[config.mk]
export PLATFORM = sky130hd
export DESIGN_NAME = regfile_port_arbiter
export DESIGN_NICKNAME = d
export VERILOG_FILES = /design/src/rtl/regfile_port_arbiter_pkg.sv /design/src/rtl/regfile_port_arbiter_starve_counter.sv /design/src/rtl/regfile_port_arbiter.sv
export SDC_FILE = /design/constraint.sdc
export NUM_CORES = 1
export LEC_CHECK = 0
export CORE_AREA = 2 2 198 200
export CTS_CLUSTER_DIAMETER = 100
export DETAILED_ROUTE_END_ITERATION = 7
export DIE_AREA = 0 0 200 202
export HOLD_SLACK_MARGIN = 0.03
export PLACE_DENSITY_LB_ADDON = 0.12
export SLEW_MARGIN = 20
export SYNTH_ARGS = -nofsm -noshare
export SYNTH_HDL_FRONTEND = slang
export SYNTH_SLANG_ARGS = --single-unit
[constraint.sdc]
create_clock -name clk_i -period 5.4 [get_ports clk_i]
set_input_delay 0.81 -clock clk_i [delete_from_list [all_inputs] [get_ports clk_i]]
set_output_delay 0.81 -clock clk_i [all_outputs]
set_load 0.01 [all_outputs]
[src/rtl/regfile_port_arbiter_pkg.sv]
// Shared constants, port identifiers and helpers for the register-file port arbiter.
package regfile_port_arbiter_pkg;

  localparam int unsigned NumRegs  = 32;
  localparam int unsigned RegAddrW = $clog2(NumRegs);
  localparam int unsigned Xlen     = 64;

  localparam logic [RegAddrW-1:0] ZeroRegIdx = '0;

  typedef enum logic {
    PortCore  = 1'b0,
    PortDebug = 1'b1
  } port_id_e;

  // Counter width able to hold 0..max_val; never narrower than one bit.
  function automatic int unsigned cnt_width(int unsigned max_val);
    return (max_val > 0) ? $clog2(max_val + 1) : 1;
  endfunction

  function automatic logic is_zero_reg(logic en, logic [RegAddrW-1:0] addr);
    return en && (addr == ZeroRegIdx);
  endfunction

endpackage

[src/rtl/regfile_port_arbiter_starve_counter.sv]
// Saturating count of cycles the debug port has been denied; at_max_o lets it win.
module regfile_port_arbiter_starve_counter
  import regfile_port_arbiter_pkg::*;
#(
  parameter int unsigned MaxWait = 4,
  localparam int unsigned CntW   = cnt_width(MaxWait)
) (
  input  logic clk_i,
  input  logic rst_ni,
  input  logic clr_i,
  input  logic inc_i,
  output logic at_max_o
);

  logic [CntW-1:0] cnt_d, cnt_q;

  assign at_max_o = (cnt_q == CntW'(MaxWait));

  always_comb begin
    cnt_d = cnt_q;
    if (clr_i) begin
      cnt_d = '0;
    end else if (inc_i && !at_max_o) begin
      cnt_d = cnt_q + CntW'(1);
    end
  end

  always_ff @(posedge clk_i or negedge rst_ni) begin
    if (!rst_ni) begin
      cnt_q <= '0;
    end else begin
      cnt_q <= cnt_d;
    end
  end

endmodule

[src/rtl/regfile_port_arbiter.sv]
// Two-port arbiter in front of the register file: core has priority, debug is
// guaranteed progress after MaxWait denied cycles. Read data returns one cycle later.
module regfile_port_arbiter
  import regfile_port_arbiter_pkg::*;
#(
  parameter int unsigned MaxWait = 4,
  parameter bit          ZeroReg = 1'b1
) (
  input  logic                clk_i,
  input  logic                rst_ni,
  input  logic                p0_req_i,
  input  logic                p0_we_i,
  input  logic [RegAddrW-1:0] p0_ra_i,
  input  logic [RegAddrW-1:0] p0_rb_i,
  input  logic [RegAddrW-1:0] p0_wa_i,
  input  logic [Xlen-1:0]     p0_wd_i,
  input  logic                p1_req_i,
  input  logic                p1_we_i,
  input  logic [RegAddrW-1:0] p1_ra_i,
  input  logic [RegAddrW-1:0] p1_rb_i,
  input  logic [RegAddrW-1:0] p1_wa_i,
  input  logic [Xlen-1:0]     p1_wd_i,
  output logic                p0_gnt_o,
  output logic                p1_gnt_o,
  output logic                rsp_valid_o,
  output logic                rsp_id_o,
  output logic [Xlen-1:0]     rsp_a_o,
  output logic [Xlen-1:0]     rsp_b_o,
  output logic [RegAddrW-1:0] rf_RN1_o,
  output logic [RegAddrW-1:0] rf_RN2_o,
  output logic [RegAddrW-1:0] rf_WN_o,
  output logic [Xlen-1:0]     rf_WD_o,
  output logic                rf_RegWrite_o,
  input  logic [Xlen-1:0]     rf_RD1_i,
  input  logic [Xlen-1:0]     rf_RD2_i
);

  logic                p0_gnt, p1_gnt, p1_win, any_gnt, sel_we, wait_at_max;
  logic [RegAddrW-1:0] rn1, rn2, wn;

  logic     rsp_valid_d, rsp_valid_q;
  port_id_e rsp_id_d, rsp_id_q;
  logic     zero_a_d, zero_a_q;
  logic     zero_b_d, zero_b_q;

  // Grants are forced low while reset is asserted.
  always_comb begin
    p1_win  = p1_req_i & (wait_at_max | ~p0_req_i);
    p1_gnt  = rst_ni & p1_win;
    p0_gnt  = rst_ni & p0_req_i & ~p1_win;
    any_gnt = p0_gnt | p1_gnt;
  end

  // With no grant the port-0 fields pass through; RegWrite stays low.
  always_comb begin
    rn1    = p1_gnt ? p1_ra_i : p0_ra_i;
    rn2    = p1_gnt ? p1_rb_i : p0_rb_i;
    wn     = p1_gnt ? p1_wa_i : p0_wa_i;
    sel_we = p1_gnt ? p1_we_i : p0_we_i;
  end

  assign p0_gnt_o      = p0_gnt;
  assign p1_gnt_o      = p1_gnt;
  assign rf_RN1_o      = rn1;
  assign rf_RN2_o      = rn2;
  assign rf_WN_o       = wn;
  assign rf_WD_o       = p1_gnt ? p1_wd_i : p0_wd_i;
  assign rf_RegWrite_o = any_gnt & sel_we & ~is_zero_reg(ZeroReg, wn);

  regfile_port_arbiter_starve_counter #(
    .MaxWait (MaxWait)
  ) u_starve_cnt (
    .clk_i    (clk_i),
    .rst_ni   (rst_ni),
    .clr_i    (p1_gnt | ~p1_req_i),
    .inc_i    (p1_req_i & p0_gnt),
    .at_max_o (wait_at_max)
  );

  always_comb begin
    rsp_valid_d = any_gnt;
    rsp_id_d    = p1_gnt ? PortDebug : PortCore;
    zero_a_d    = is_zero_reg(ZeroReg, rn1);
    zero_b_d    = is_zero_reg(ZeroReg, rn2);
  end

  always_ff @(posedge clk_i or negedge rst_ni) begin
    if (!rst_ni) begin
      rsp_valid_q <= 1'b0;
      rsp_id_q    <= PortCore;
      zero_a_q    <= 1'b0;
      zero_b_q    <= 1'b0;
    end else begin
      rsp_valid_q <= rsp_valid_d;
      rsp_id_q    <= rsp_id_d;
      zero_a_q    <= zero_a_d;
      zero_b_q    <= zero_b_d;
    end
  end

  assign rsp_valid_o = rsp_valid_q;
  assign rsp_id_o    = rsp_id_q;
  assign rsp_a_o     = zero_a_q ? '0 : rf_RD1_i;
  assign rsp_b_o     = zero_b_q ? '0 : rf_RD2_i;

endmodule

### Yosys cells after proc, flatten, opt, wreduce, memory -nomap -nowiden

Index checks and enable logic that the tools add are counted.

| word-level totals | value |
|---|---|
| register bits after elaboration | 7 |
| input port bits | 292 |
| output and inout port bits | 212 |
| word-level logic and storage cells | 37 |

| operators by class | value |
|---|---|
| add/subtract/negate cells | 1 |
| equal/unequal tests | 1 |
| multiplexer cells | 10 |
| bitwise logic cells | 14 |
| reduce and logical (&&, ||, !) cells | 6 |

Operators with widths:

| cell | number |
|---|---|
| $mux W64 | 3 |
| $logic_not A5 Y1 | 3 |
| $mux W5 | 3 |
| $and A1 B1 Y1 | 7 |
| $mux W3 | 2 |
| $not A1 Y1 | 4 |
| $add A3 B1 Y3 const B | 1 |
| $eq A3 B3 Y1 const B | 1 |
| $or A1 B1 Y1 | 3 |
| $mux W1 | 2 |
| $reduce_bool A2 Y1 | 1 |
| $logic_and A1 B1 Y1 | 1 |
| $logic_not A1 Y1 | 1 |

### Longest topological paths before layout

Gate-level depths: netlist of run 1.

| depth | value |
|---|---|
| word-level depth | 9 |
| depth in mapped cells | 9 |
| depth with buffers taken out | 6 |

### Hierarchy

Synthesis of run 1 repeated with hierarchy kept, for this count alone.

| unflattened totals | value |
|---|---|
| cell total of the unflattened synthesis | 277 |
| area total of the unflattened synthesis | 2311.0 um^2 |

By module, submodules not included:

| module | instances | cells each | area an instance (um^2) | seq. area each (um^2) |
|---|---|---|---|---|
| regfile_port_arbiter | 1 | 259 | 2113.3 | 100.1 |
| regfile_port_arbiter_starve_counter | 1 | 18 | 197.7 | 75.1 |

### Worst setup path after synthesis of run 1

No wires, ideal clock.

| timing | value |
|---|---|
| kind | input-to-output |
| start point | input port p0_req_i |
| end point | output port rf_RN1_o[0] |
| data arrival time | 1.870 ns |
| data required time | 4.590 ns |
| slack | 2.720 ns |
| stages | 6 |
| path buffers | 3 |
| path through | a21bo_1 > and3_4 > buf_6 > buf_6 > buf_6 > mux2_4 |

| between the ends | value |
|---|---|
| word-level cells in the longest chain between the ends | 5 |

RTL lines:

| element | line | source |
|---|---|---|
| start: declaration | regfile_port_arbiter.sv:11 | `input logic p0_req_i,` |
| $not A1 Y1 | regfile_port_arbiter.sv:48 | `p1_win = p1_req_i & (wait_at_max \| ~p0_req_i);` |
| $or A1 B1 Y1 | regfile_port_arbiter.sv:48 |  |
| $and A1 B1 Y1 | regfile_port_arbiter.sv:48 |  |
| $and A1 B1 Y1 | regfile_port_arbiter.sv:49 | `p1_gnt = rst_ni & p1_win;` |
| $mux W5 | regfile_port_arbiter.sv:56 | `rn1 = p1_gnt ? p1_ra_i : p0_ra_i;` |
| end: declaration | regfile_port_arbiter.sv:29 | `output logic [RegAddrW-1:0] rf_RN1_o,` |

Every way passes these cells.

### Worst setup path in the final report of run 1

| timing | value |
|---|---|
| start point | input port p0_req_i |
| end point | output port rf_WD_o[28] |

| between the ends | value |
|---|---|
| word-level cells in the longest chain between the ends | 5 |

RTL lines:

| element | line | source |
|---|---|---|
| $not A1 Y1 | regfile_port_arbiter.sv:48 |  |
| $or A1 B1 Y1 | regfile_port_arbiter.sv:48 |  |
| $and A1 B1 Y1 | regfile_port_arbiter.sv:48 |  |
| $and A1 B1 Y1 | regfile_port_arbiter.sv:49 |  |
| $mux W64 | regfile_port_arbiter.sv:67 | `assign rf_WD_o = p1_gnt ? p1_wd_i : p0_wd_i;` |
| end: declaration | regfile_port_arbiter.sv:32 | `output logic [Xlen-1:0] rf_WD_o,` |

Every way passes these cells.

==> results of run 1 <==
==> sequential cells by signal, summed over array words and instances, names as in the netlist <==
register            flops
rsp_id_o                1
rsp_valid_o             1
u_starve_cnt.cnt_q      3
zero_a_q                1
zero_b_q                1
==> cells in the mapped netlist (2+ instances only) <==
master | number | area [um2]
nor2_1 | 5 | 18.8
ha_1 | 2 | 25.0
o31ai_1 | 3 | 22.5
buf_2 | 5 | 25.0
buf_6 | 5 | 56.3
mux2_4 | 24 | 360
nand3_1 | 2 | 10.0
inv_1 | 3 | 11.3
nand2_1 | 2 | 7.51
mux2_2 | 55 | 619
or4_1 | 4 | 30.0
nor2b_1 | 130 | 813
dfrtp_1 | 7 | 175
clkbuf_1 | 14 | 52.6
nor3_1 | 2 | 10.0
==> power groups by stage <==
stage	sequential (uW)	combinational [uW]	clock, uW
2_1_floorplan	56.2	174	0
3_3_place_gp	56.0	622	0
3_5_place_dp	55.9	614	0
4_1_cts	55.3	618	129
5_1_grt	55.5	644	133
6_report	55.3	605	126
==> how the worst min path moves through the flow <==
stage / cells past startpoint / slack (ns) / endpoint
finish: 2 / 0.63 / u_starve_cnt.cnt_q[2]
global route: 2 / 0.67 / u_starve_cnt.cnt_q[0]
CTS: 2 / 0.62 / u_starve_cnt.cnt_q[2]
detailed placement: 2 / 0.61 / u_starve_cnt.cnt_q[2]
global placement: 2 / 0.62 / u_starve_cnt.cnt_q[0]
floorplan: 0 / 0.51 / rsp_id_o
==> metal layers <==
layer	vias up	GRT usage, %	routed length (um)
met5	-	0	25
met4	4	1.14	160
met3	12	3.37	2300
met2	300	18.5	10800
met1	1709	7.28	5960
li1	1896	-	-
==> cell families after synthesis <==
family,after synthesis,share of synthesized area [%]
buffers and inverters,27,6.23
multiplexers,80,42.5
AO/OA/AOI/OAI,10,3.22
flip-flops,7,7.51
adder cells (fa/ha/maj),2,1.07
AND/OR/NAND/NOR,149,39.5
==> layout by cell type, fill, tap and decap left out, types with 2 or more instances in the layout <==
master / n
nand2_1: 2
ha_1: 2
inv_1: 3
mux2_2: 55
buf_4: 3
mux2_4: 24
dfrtp_1: 5
clkdlybuf4s50_1: 503
nor2_1: 5
nor3_1: 2
nand3_1: 2
nor2b_1: 130
o31ai_1: 3
or4_1: 4
clkbuf_16: 3
dfrtp_2: 2
==> area by class of cell <==
type | count | area share, %
well taps | 518 | 8.10
diodes | 1 | 0.0313
inverters | 3 | 0.141
clock buffers | 4 | 0.985
repair buffers | 507 | 63.4
multi-input cells | 241 | 25.1
flip-flops and latches | 7 | 2.22
==> tightest hold or removal path, stage by stage, from the launching register on <==
cell     delay, ns
dfrtp_1       0.40
a21oi_1       0.08
nor2b_1       0.10
==> metrics by stage <==
step                worst slack (ns)  std cells
detailed placement              1.11       1276
finish                          1.15       1281
CTS                             1.10       1280
global route                   0.987       1280
global placement                1.08       1276
floorplan                       2.72        275
==> results.txt, run 1 <==
----------------------------------------------------
[Routing]
  Number of search-and-repair iterations in the first detailed-routing pass ... 3
  Post-detailed-route DRC marker count ... 0
  Post-route ant nets ... 0
  Via Count ... 3921
  Sum of routed wire length over all layers ... a little under 20 mm
  DRC violation total after the first TritonRoute iteration ... between 60 and 70
  Vias per Instance ... ~3.1
  Avg WL per Cell ... 15.0 um

[Synth]
  Warnings from Yosys ... 0
  EDFF count, synth ... 0
  Number of cells produced by synthesis ... roughly 280
  Share of synthesized registers carrying an async set or reset ... 100%
  Number of distinct library cells after synthesis ... 27
  Register area share after synthesis ... 7.51%
  Post-Synthesis Mean Instance Area ... ~8.5 um2
  Total of flip-flops plus latches after synthesis ... 7
  Post-Synthesis Net Count ... between 500 and 600
  Most used flip-flop cell after synthesis ... dfrtp_1
  Synthesized area ... around 2300 um2

[Pwr]
  Pleak ... approximately 0.003 uW
  Ratio of total power to cell area ... between 90 and 100 nW/um2
  Fraction of power consumed by combinational cells ... between 70 and 80%
  P_int ... roughly 570 uW
  Total power of the final layout ... 785 uW
  Peak ir drop on the vdd network ... between 0.06 and 0.07 mV
  Part of the total power dissipated in the clock network ... between 10% and 20%
  Switching fraction of total power ... a little over a quarter
  Sequential share of power ... 7.0%
  Switching power summed over all nets ... ~210 uW

[Worst setup path]
  Arrival time of data at the critical path endpoint ... around 3.4 ns
  Worst reg2reg endpoint ... zero_a_q
  Worst stage delay on the critical path ... about 0.61 ns
  Depth of the most critical reg-to-reg path ... 6
  Most Frequent Cell on Critical Path ... clkdlybuf4s50_1
  Register-to-register path setup slack ... approximately 3.4 ns
  Critical path data required time ... roughly 4.6 ns
  CP Max Fanout ... 50
  Crit path to ... rf_WD_o[28]
  Cell Chain, Critical Path ... clkdlybuf4s50_1, a21bo_1, and3_4, buf_12, mux2_2, clkdlybuf4s50_1
  Category of the most critical setup path ... in2out
  Startpoint of the worst setup timing path ... p0_req_i
  Category of the worst setup path launch point ... input port
  Family with the most delay on the worst path ... buffers and inverters
  Slowest stage cell, crit path ... and3_4
  Kind of capture point of the worst setup path ... primary output
  Cell count along the critical path ... 6
  Startpoint of the most critical register-to-register path ... u_starve_cnt.cnt_q[0]
  Worst Path Buf+Inv ... 3

[STA]
  Total count of max-transition violations in the final report ... 0
  Total negative slack ... 0 ns
  Final clock period utilization by the worst path ... 78.7%
  Headroom to the max-slew limit ... roughly 53%
  Measured slew at the worst slew-check pin ... 0.701 ns
  Final hold slack ... 0.627 ns
  RSZ-0062 raised after global routing ... no
  Post-layout minimum cycle time ... between 4 and 5 ns
  Highest Clock Rate ... about 0.24 GHz
  Clk_skew ... 0.00470 ns
  Final Hold Fails ... 0
  Final setup violation count ... 0

[Run status]
  Run status ... finished, final reports clean

[Final layout]
  Utilization after layout ... around a fifth
  Final Instance Area ... between 8000 and 9000 um2
  Layout overhead on the synthesized area ... 243%
  # fillers ... approximately 4200
  Register cell area after layout ... 178 um2
  Multi-input combinational cell area ... ~2000 um2
  Net count reported at finish ... ~1100
  Layout cell share with drive strength beyond 1 ... a little under an eighth

[Floorplanning]
  Width of the die ... about 200 um
  Floorplan die height ... between 200 and 250 um
  Std-Cell Rows ... 72
  Die footprint ... approximately 40000 um2
  Count of pins on the block boundary ... approximately 500
  Initial core utilization ... 6.09%
  Placeable core region ... between 30000 and 40000 um2

[Clock network]
  Number of buffers inserted to repair setup after CTS ... 0
  Hold-fix buffers at CTS ... 0
  Total clock sinks ... 7
  Clock tree root buffer cell ... clkbuf_16
  Clock insertion delay at the later pin of the skew report ... about 0.23 ns
  Resize count post-CTS ... 0
  Num CTS Buffers ... 3
  Clock H-tree levels ... 1
  Maximum root-to-sink buffer count ... 2
  Clock tree from TritonCTS ... built
  Clock slew at reported path FFs ... roughly 0.04 ns

[Place]
  Routability congestion estimate from global placement ... roughly 0.73
  Detail Placement HPWL ... approximately 17 mm
  Buffers on Ports ... between 500 and 600
  Standard cell area after detailed placement ... ~7900 um2

[Min path]
  Startpoint of the worst hold path ... u_starve_cnt.cnt_q[2]
  Worst min-delay path class ... reg2reg

[Global routing]
  Final global-route overflow total ... 0
  Total GRT Usage ... about 8.6%
  Global-route wire length before repair ... around 25 mm
  Pin count of the biggest net entering global routing ... between 60 and 70
  Number of antenna violations at the first check in global routing ... 3
  Via count of the first global-routing pass ... about 4100

[Flow run]
  Max-cap violations ... 0

----------------------------------------------------
Power figures use the tool's default switching activity.
==> run 2, diff against run 1 <==
clock period = 4.2 ns   (was 5.4 ns; I/O delays follow)
==> run 2 against run 1 <==
Die area unchanged. Clock power increased by 29%. Worst setup slack got worse by 0.38 ns. Cell count about the same. Sequential share of layout area about the same. Largest cell class unchanged. Worst hold slack improved by 0.0083 ns.
==> results.txt, run 2 (synthesized netlist as in run 1, its figures left out) <==
----------------------------------------------------
[Place]
  Detail Placement HPWL ... 17.4 mm
  Buffers on Ports ... ~500
  Routability congestion estimate from global placement ... slightly above 0.7
  Placed cell count ... approximately 1300

[Global routing]
  Total GRT Usage ... ~8.6%
  Via count of the first global-routing pass ... around 4200
  Global-route wire length before repair ... ~26 mm
  Number of antenna violations at the first check in global routing ... 1
  Final global-route overflow total ... 0
  Pin count of the biggest net entering global routing ... roughly 50

[Pwr]
  Part of the total power dissipated in the clock network ... 16.1%
  P_int ... roughly 740 uW
  Fraction of power consumed by combinational cells ... roughly 76%
  Ratio of total power to cell area ... roughly 130 nW/um2
  Switching power summed over all nets ... 274 uW
  Pleak ... just under 0.003 uW
  Switching fraction of total power ... 27.0%
  Peak ir drop on the vdd network ... 0.118 mV
  Sequential share of power ... under 10%

[Clock network]
  Num CTS Buffers ... 3
  Number of buffers inserted to repair setup after CTS ... 0
  Total clock sinks ... 7
  Resize count post-CTS ... 0
  Clock H-tree levels ... 1
  Clock tree root buffer cell ... clkbuf_16
  Clock slew at reported path FFs ... ~0.040 ns
  Hold-fix buffers at CTS ... 0
  Clock tree from TritonCTS ... built
  Clock insertion delay at the later pin of the skew report ... 0.23 ns
  Maximum root-to-sink buffer count ... 2

[Final layout]
  Layout cell share with drive strength beyond 1 ... a little under an eighth
  Layout overhead on the synthesized area ... 245%
  # fillers ... 4223
  Register with the most flip-flops ... u_starve_cnt.cnt_q
  Total inserted antenna cells ... 0
  Leading cell type in the layout, fill and taps excluded ... clkdlybuf4s50_1
  Commonest cells after routing, fill and taps aside ... 503 x clkdlybuf4s50_1, 130 x nor2b_1, 55 x mux2_2
  Net count reported at finish ... 1059
  Number of standard cells in the final layout excluding fillers ... ~1300
  Max reg flops ... 3

[Routing]
  Vias per Instance ... 3.08
  Post-route ant nets ... 0
  Number of search-and-repair iterations in the first detailed-routing pass ... 2
  Via Count ... slightly below 4000
  DRC violation total after the first TritonRoute iteration ... 81
  Sum of routed wire length over all layers ... a little under 20 mm
  Avg WL per Cell ... roughly 15 um
  Post-detailed-route DRC marker count ... 0

[Worst setup path]
  Most Frequent Cell on Critical Path ... clkdlybuf4s50_1
  CP Max Fanout ... 15
  Worst stage delay on the critical path ... roughly 0.47 ns
  Slowest stage cell, crit path ... clkdlybuf4s50_1
  Cell Chain, Critical Path ... clkdlybuf4s50_1, a21bo_1, and3_4, buf_4, mux2_2, clkdlybuf4s50_1
  Critical path data required time ... approximately 3.6 ns
  Kind of capture point of the worst setup path ... primary output
  Arrival time of data at the critical path endpoint ... approximately 2.8 ns
  Category of the most critical setup path ... in2out
  Category of the worst setup path launch point ... input port

[STA]
  Final Hold Fails ... 0
  Final hold slack ... ~0.64 ns
  Headroom to the max-slew limit ... roughly two fifths
  Post-layout minimum cycle time ... approximately 3.4 ns
  Highest Clock Rate ... 0.291 GHz
  Measured slew at the worst slew-check pin ... between 0.9 and 1 ns
  RSZ-0062 raised after global routing ... no
  Final clock period utilization by the worst path ... 81.7%
  Final setup violation count ... 0
  Total count of max-transition violations in the final report ... 0
  Total negative slack ... 0 ns
  Clk_skew ... roughly 0.0022 ns

[Flow run]
  Max-cap violations ... 0

[Min path]
  Worst min-delay path class ... reg2reg

[Floorplanning]
  Placeable core region ... between 30000 and 40000 um2
  Count of pins on the block boundary ... 504
  Die footprint ... roughly 40000 um2
  Initial core utilization ... 6.09%
  Width of the die ... ~200 um
  Floorplan die height ... around 200 um
  Std-Cell Rows ... 72

[Run status]
  Run status ... finished, final reports clean

----------------------------------------------------
## run 2: stage by stage
stage	worst slack, ns	power (uW)	cell area, um2	util [%]
global route	0.673	1080	8030	21.0
CTS	0.754	1040	8030	21.0
global placement	0.750	872	7950	20.8
detailed placement	0.753	863	7950	20.8
finish	0.768	1010	8030	21.0
floorplan	1.88	296	2330	-
## run 2: worst paths after layout
check	start	to	slack [ns]	cells after the start
hold reg to reg	u_starve_cnt.cnt_q[0]	u_starve_cnt.cnt_q[0]	0.64	2
setup reg to reg	u_starve_cnt.cnt_q[0]	zero_a_q	2.32	6
max in group asynchronous	rst_ni	zero_a_q	3.29	2
hold / removal	u_starve_cnt.cnt_q[0]	u_starve_cnt.cnt_q[0]	0.64	2
min in group asynchronous	rst_ni	u_starve_cnt.cnt_q[2]	0.74	2
setup / recovery	p0_req_i	rf_RN2_o[4]	0.77	6
## run 2: area by class of cell
type	instances	area, um2	area share, %
Timing Repair Buffer	509	5100	63.6
Multi-Input combinational cell	241	2010	25.0
Tap cell	518	648	8.07
Sequential cell	7	178	2.21
Clock buffer	4	78.8	0.981
Inverter	3	11.3	0.140
## run 2: power by group through the flow
stage	sequential (uW)	combinational, uW	clock (uW)
final	75.5	775	163
after detailed placement	76.6	787	0
after CTS	75.7	791	170
after global placement	76.9	795	0
after global routing	76.5	826	178
after floorplan	72.3	224	0
## run 2: routing by layer
metal	vias up	track usage, %	wire length, um
met3	8	3.55	2470
met4	2	0.979	116
li1	1896	-	-
met2	300	18.2	10700
met5	-	0	11
met1	1746	7.51	5990
## run 2: worst max-delay path: cells and delay by family
kind	cells	cell delay (ns)
AOI/OAI and AO/OA	1	0.22
buffers and inverters	3	1.24
muxes	1	0.37
and+or+nand+nor	1	0.32
==> run 3, diff against run 2 <==
clock period = 3.5 ns   (was 4.2 ns; I/O delays follow)
==> run 3 against run 2 <==
Register-to-register slack got worse by 0.61 ns. Global-route usage fell by 0.078 points. Worst hold slack got worse by 0.013 ns. Cell count rose by 0.16%. Critical path depth rose by 1. Clock power rose by 23%. Design area rose by 0.34%. Non-clock buffer count rose by 2. Critical path type unchanged. Largest power group unchanged. Highest routed layer unchanged.
==> results.txt, run 3 (synthesized netlist as in run 1, its figures left out) <==
----------------------------------------------------
[Min path]
  Startpoint of the worst hold path ... u_starve_cnt.cnt_q[2]
  Hold-critical path endpoint ... u_starve_cnt.cnt_q[2]
  Worst hold path stage count ... 2
  Worst min-delay path class ... reg2reg

[STA]
  Final clock period utilization by the worst path ... approximately 90%
  Total count of max-transition violations in the final report ... 0
  Highest Clock Rate ... between 0.3 and 0.4 GHz
  RSZ-0062 raised after global routing ... no
  Measured slew at the worst slew-check pin ... ~0.65 ns
  Final Hold Fails ... 0
  Final setup violation count ... 0
  Clk_skew ... between 0.003 and 0.004 ns
  Headroom to the max-slew limit ... 56.4%
  Total negative slack ... 0 ns
  Post-layout minimum cycle time ... between 3 and 4 ns

[Worst setup path]
  Register-to-register path setup slack ... between 1.5 and 2 ns
  Worst Path Buf+Inv ... 3
  Slowest stage cell, crit path ... clkdlybuf4s50_1
  Cell Chain, Critical Path ... clkdlybuf4s50_1, a21bo_1, and3_4, buf_12, mux2i_1, a32o_1, clkdlybuf4s50_1
  Worst stage delay on the critical path ... between 0.5 and 0.6 ns
  Critical path data required time ... just under 3 ns
  Depth of the most critical reg-to-reg path ... 6
  Category of the worst setup path launch point ... input port
  CP Max Fanout ... 29
  Startpoint of the most critical register-to-register path ... u_starve_cnt.cnt_q[0]
  Kind of capture point of the worst setup path ... primary output
  Family with the most delay on the worst path ... buffers and inverters
  Category of the most critical setup path ... in2out
  Most Frequent Cell on Critical Path ... clkdlybuf4s50_1
  Arrival time of data at the critical path endpoint ... approximately 2.7 ns
  Worst reg2reg endpoint ... zero_a_q

[Clock network]
  Clock insertion delay at the later pin of the skew report ... 0.23 ns
  Clock slew at reported path FFs ... 0.04 ns
  Maximum root-to-sink buffer count ... 2
  Clock tree from TritonCTS ... built
  Number of buffers inserted to repair setup after CTS ... 0
  Total clock sinks ... 7
  Clock tree root buffer cell ... clkbuf_16
  Clock H-tree levels ... 1
  Num CTS Buffers ... 3
  Hold-fix buffers at CTS ... 0
  Resize count post-CTS ... 0

[Routing]
  Avg WL per Cell ... approximately 15 um
  Vias per Instance ... around 3.1
  DRC violation total after the first TritonRoute iteration ... between 70 and 80
  Via Count ... slightly below 4000
  Post-detailed-route DRC marker count ... 0
  Number of search-and-repair iterations in the first detailed-routing pass ... 3
  Sum of routed wire length over all layers ... between 15 and 20 mm
  Post-route ant nets ... 0

[Final layout]
  Max reg flops ... 3
  Net count reported at finish ... roughly 1100
  Leading cell type in the layout, fill and taps excluded ... clkdlybuf4s50_1
  Register with the most flip-flops ... u_starve_cnt.cnt_q
  Total inserted antenna cells ... 0
  Layout overhead on the synthesized area ... 246%
  # fillers ... roughly 4200
  Layout cell share with drive strength beyond 1 ... between 10% and 20%
  Commonest cells after routing, fill and taps aside ... 503 x clkdlybuf4s50_1, 130 x nor2b_1, 55 x mux2_2

[Pwr]
  Part of the total power dissipated in the clock network ... between 10% and 20%
  Switching power summed over all nets ... 333 uW
  Ratio of total power to cell area ... 152 nW/um2
  P_int ... ~890 uW
  Pleak ... between 0.002 and 0.003 uW
  Switching fraction of total power ... 27.3%
  Peak ir drop on the vdd network ... slightly below 0.1 mV
  Total power of the final layout ... about 1200 uW
  Sequential share of power ... just over 7%
  Fraction of power consumed by combinational cells ... 76.5%

[Global routing]
  Final global-route overflow total ... 0
  Pin count of the biggest net entering global routing ... 65
  Total GRT Usage ... under 10%
  Via count of the first global-routing pass ... between 4000 and 5000
  Number of antenna violations at the first check in global routing ... 1
  Global-route wire length before repair ... 25.5 mm

[Floorplanning]
  Initial core utilization ... roughly 6.1%
  Die footprint ... ~40000 um2
  Placeable core region ... ~38000 um2
  Width of the die ... around 200 um
  Count of pins on the block boundary ... between 500 and 600
  Std-Cell Rows ... just over 70
  Floorplan die height ... between 200 and 250 um

[Flow run]
  Max-cap violations ... 0

[Place]
  Buffers on Ports ... 503
  Detail Placement HPWL ... 17.2 mm
  Routability congestion estimate from global placement ... about 0.73

[Run status]
  Run status ... finished, final reports clean

----------------------------------------------------
[run 3: cell types whose count changed in the layout (fill, tap and decap cells not counted)]
cell | before | now
buf_12 | 2 | 3
buf_4 | 4 | 5
[run 3: cell type report]
type | instances | area [um2] | share of cell area, %
inverters | 3 | 11.3 | 0.140
flip-flops and latches | 7 | 178 | 2.20
repair buffers | 511 | 5130 | 63.7
well taps | 518 | 648 | 8.04
multi-input cells | 241 | 2010 | 24.9
clock buffers | 4 | 78.8 | 0.978
[run 3: metrics by stage]
step | setup WS [ns] | std cells | utilization (%) | instance area [um2] | hold WS, ns
detailed placement | 0.275 | 1280 | 20.8 | 7980 | 0.612
global placement | 0.276 | 1280 | 20.8 | 7980 | 0.630
finish | 0.320 | 1284 | 21.0 | 8060 | 0.622
CTS | 0.277 | 1284 | 21.0 | 8060 | 0.622
floorplan | 1.28 | 275 | - | 2330 | 0.229
global route | 0.173 | 1284 | 21.0 | 8060 | 0.682
[run 3: power by group through the flow]
stage               Sequential, uW  Clock [uW]  Combinational [uW]
CTS                           87.0         210                 956
floorplan                     86.7           0                 269
finish                        86.9         201                 936
global placement              88.3           0                 960
global route                  87.6         218                 998
detailed placement            88.1           0                 950
[run 3: how the worst max path moves through the flow]
stage                                      from       endpoint  slack [ns]  depth (start not counted)
final                                  p0_req_i  rf_RegWrite_o        0.32                          7
after global routing                   p0_req_i  rf_RegWrite_o        0.17                          7
after CTS                              p0_req_i  rf_RegWrite_o        0.28                          7
after detailed placement               p0_req_i  rf_RegWrite_o        0.27                          7
after global placement                   rst_ni  rf_RegWrite_o        0.28                          7
after floorplan           u_starve_cnt.cnt_q[0]    rf_RN1_o[0]        1.28                          8
[run 3: worst reg2reg max path: cells and delay by family, from the launching register on]
| family | cells | cell delay [ns] |
|---|---|---|
| AO/OA/AOI/OAI | 2 | 0.59 |
| AND/OR/NAND/NOR | 1 | 0.22 |
| adder cells (fa/ha/maj) | 1 | 0.23 |
| buffers and inverters | 2 | 0.25 |
| flip-flops | 1 | 0.37 |
[run 3: metal layers]
layer  GRT usage (%)  part of all wire (%)  wire [um]  up-vias
li1                -                     -          -     1898
met1            7.52                    32       6050     1731
met2            18.3                    56      10600      294
met3            3.15                    12       2310        4
met4           0.873                  0.33         63        2
met5               0                 0.068         13        -
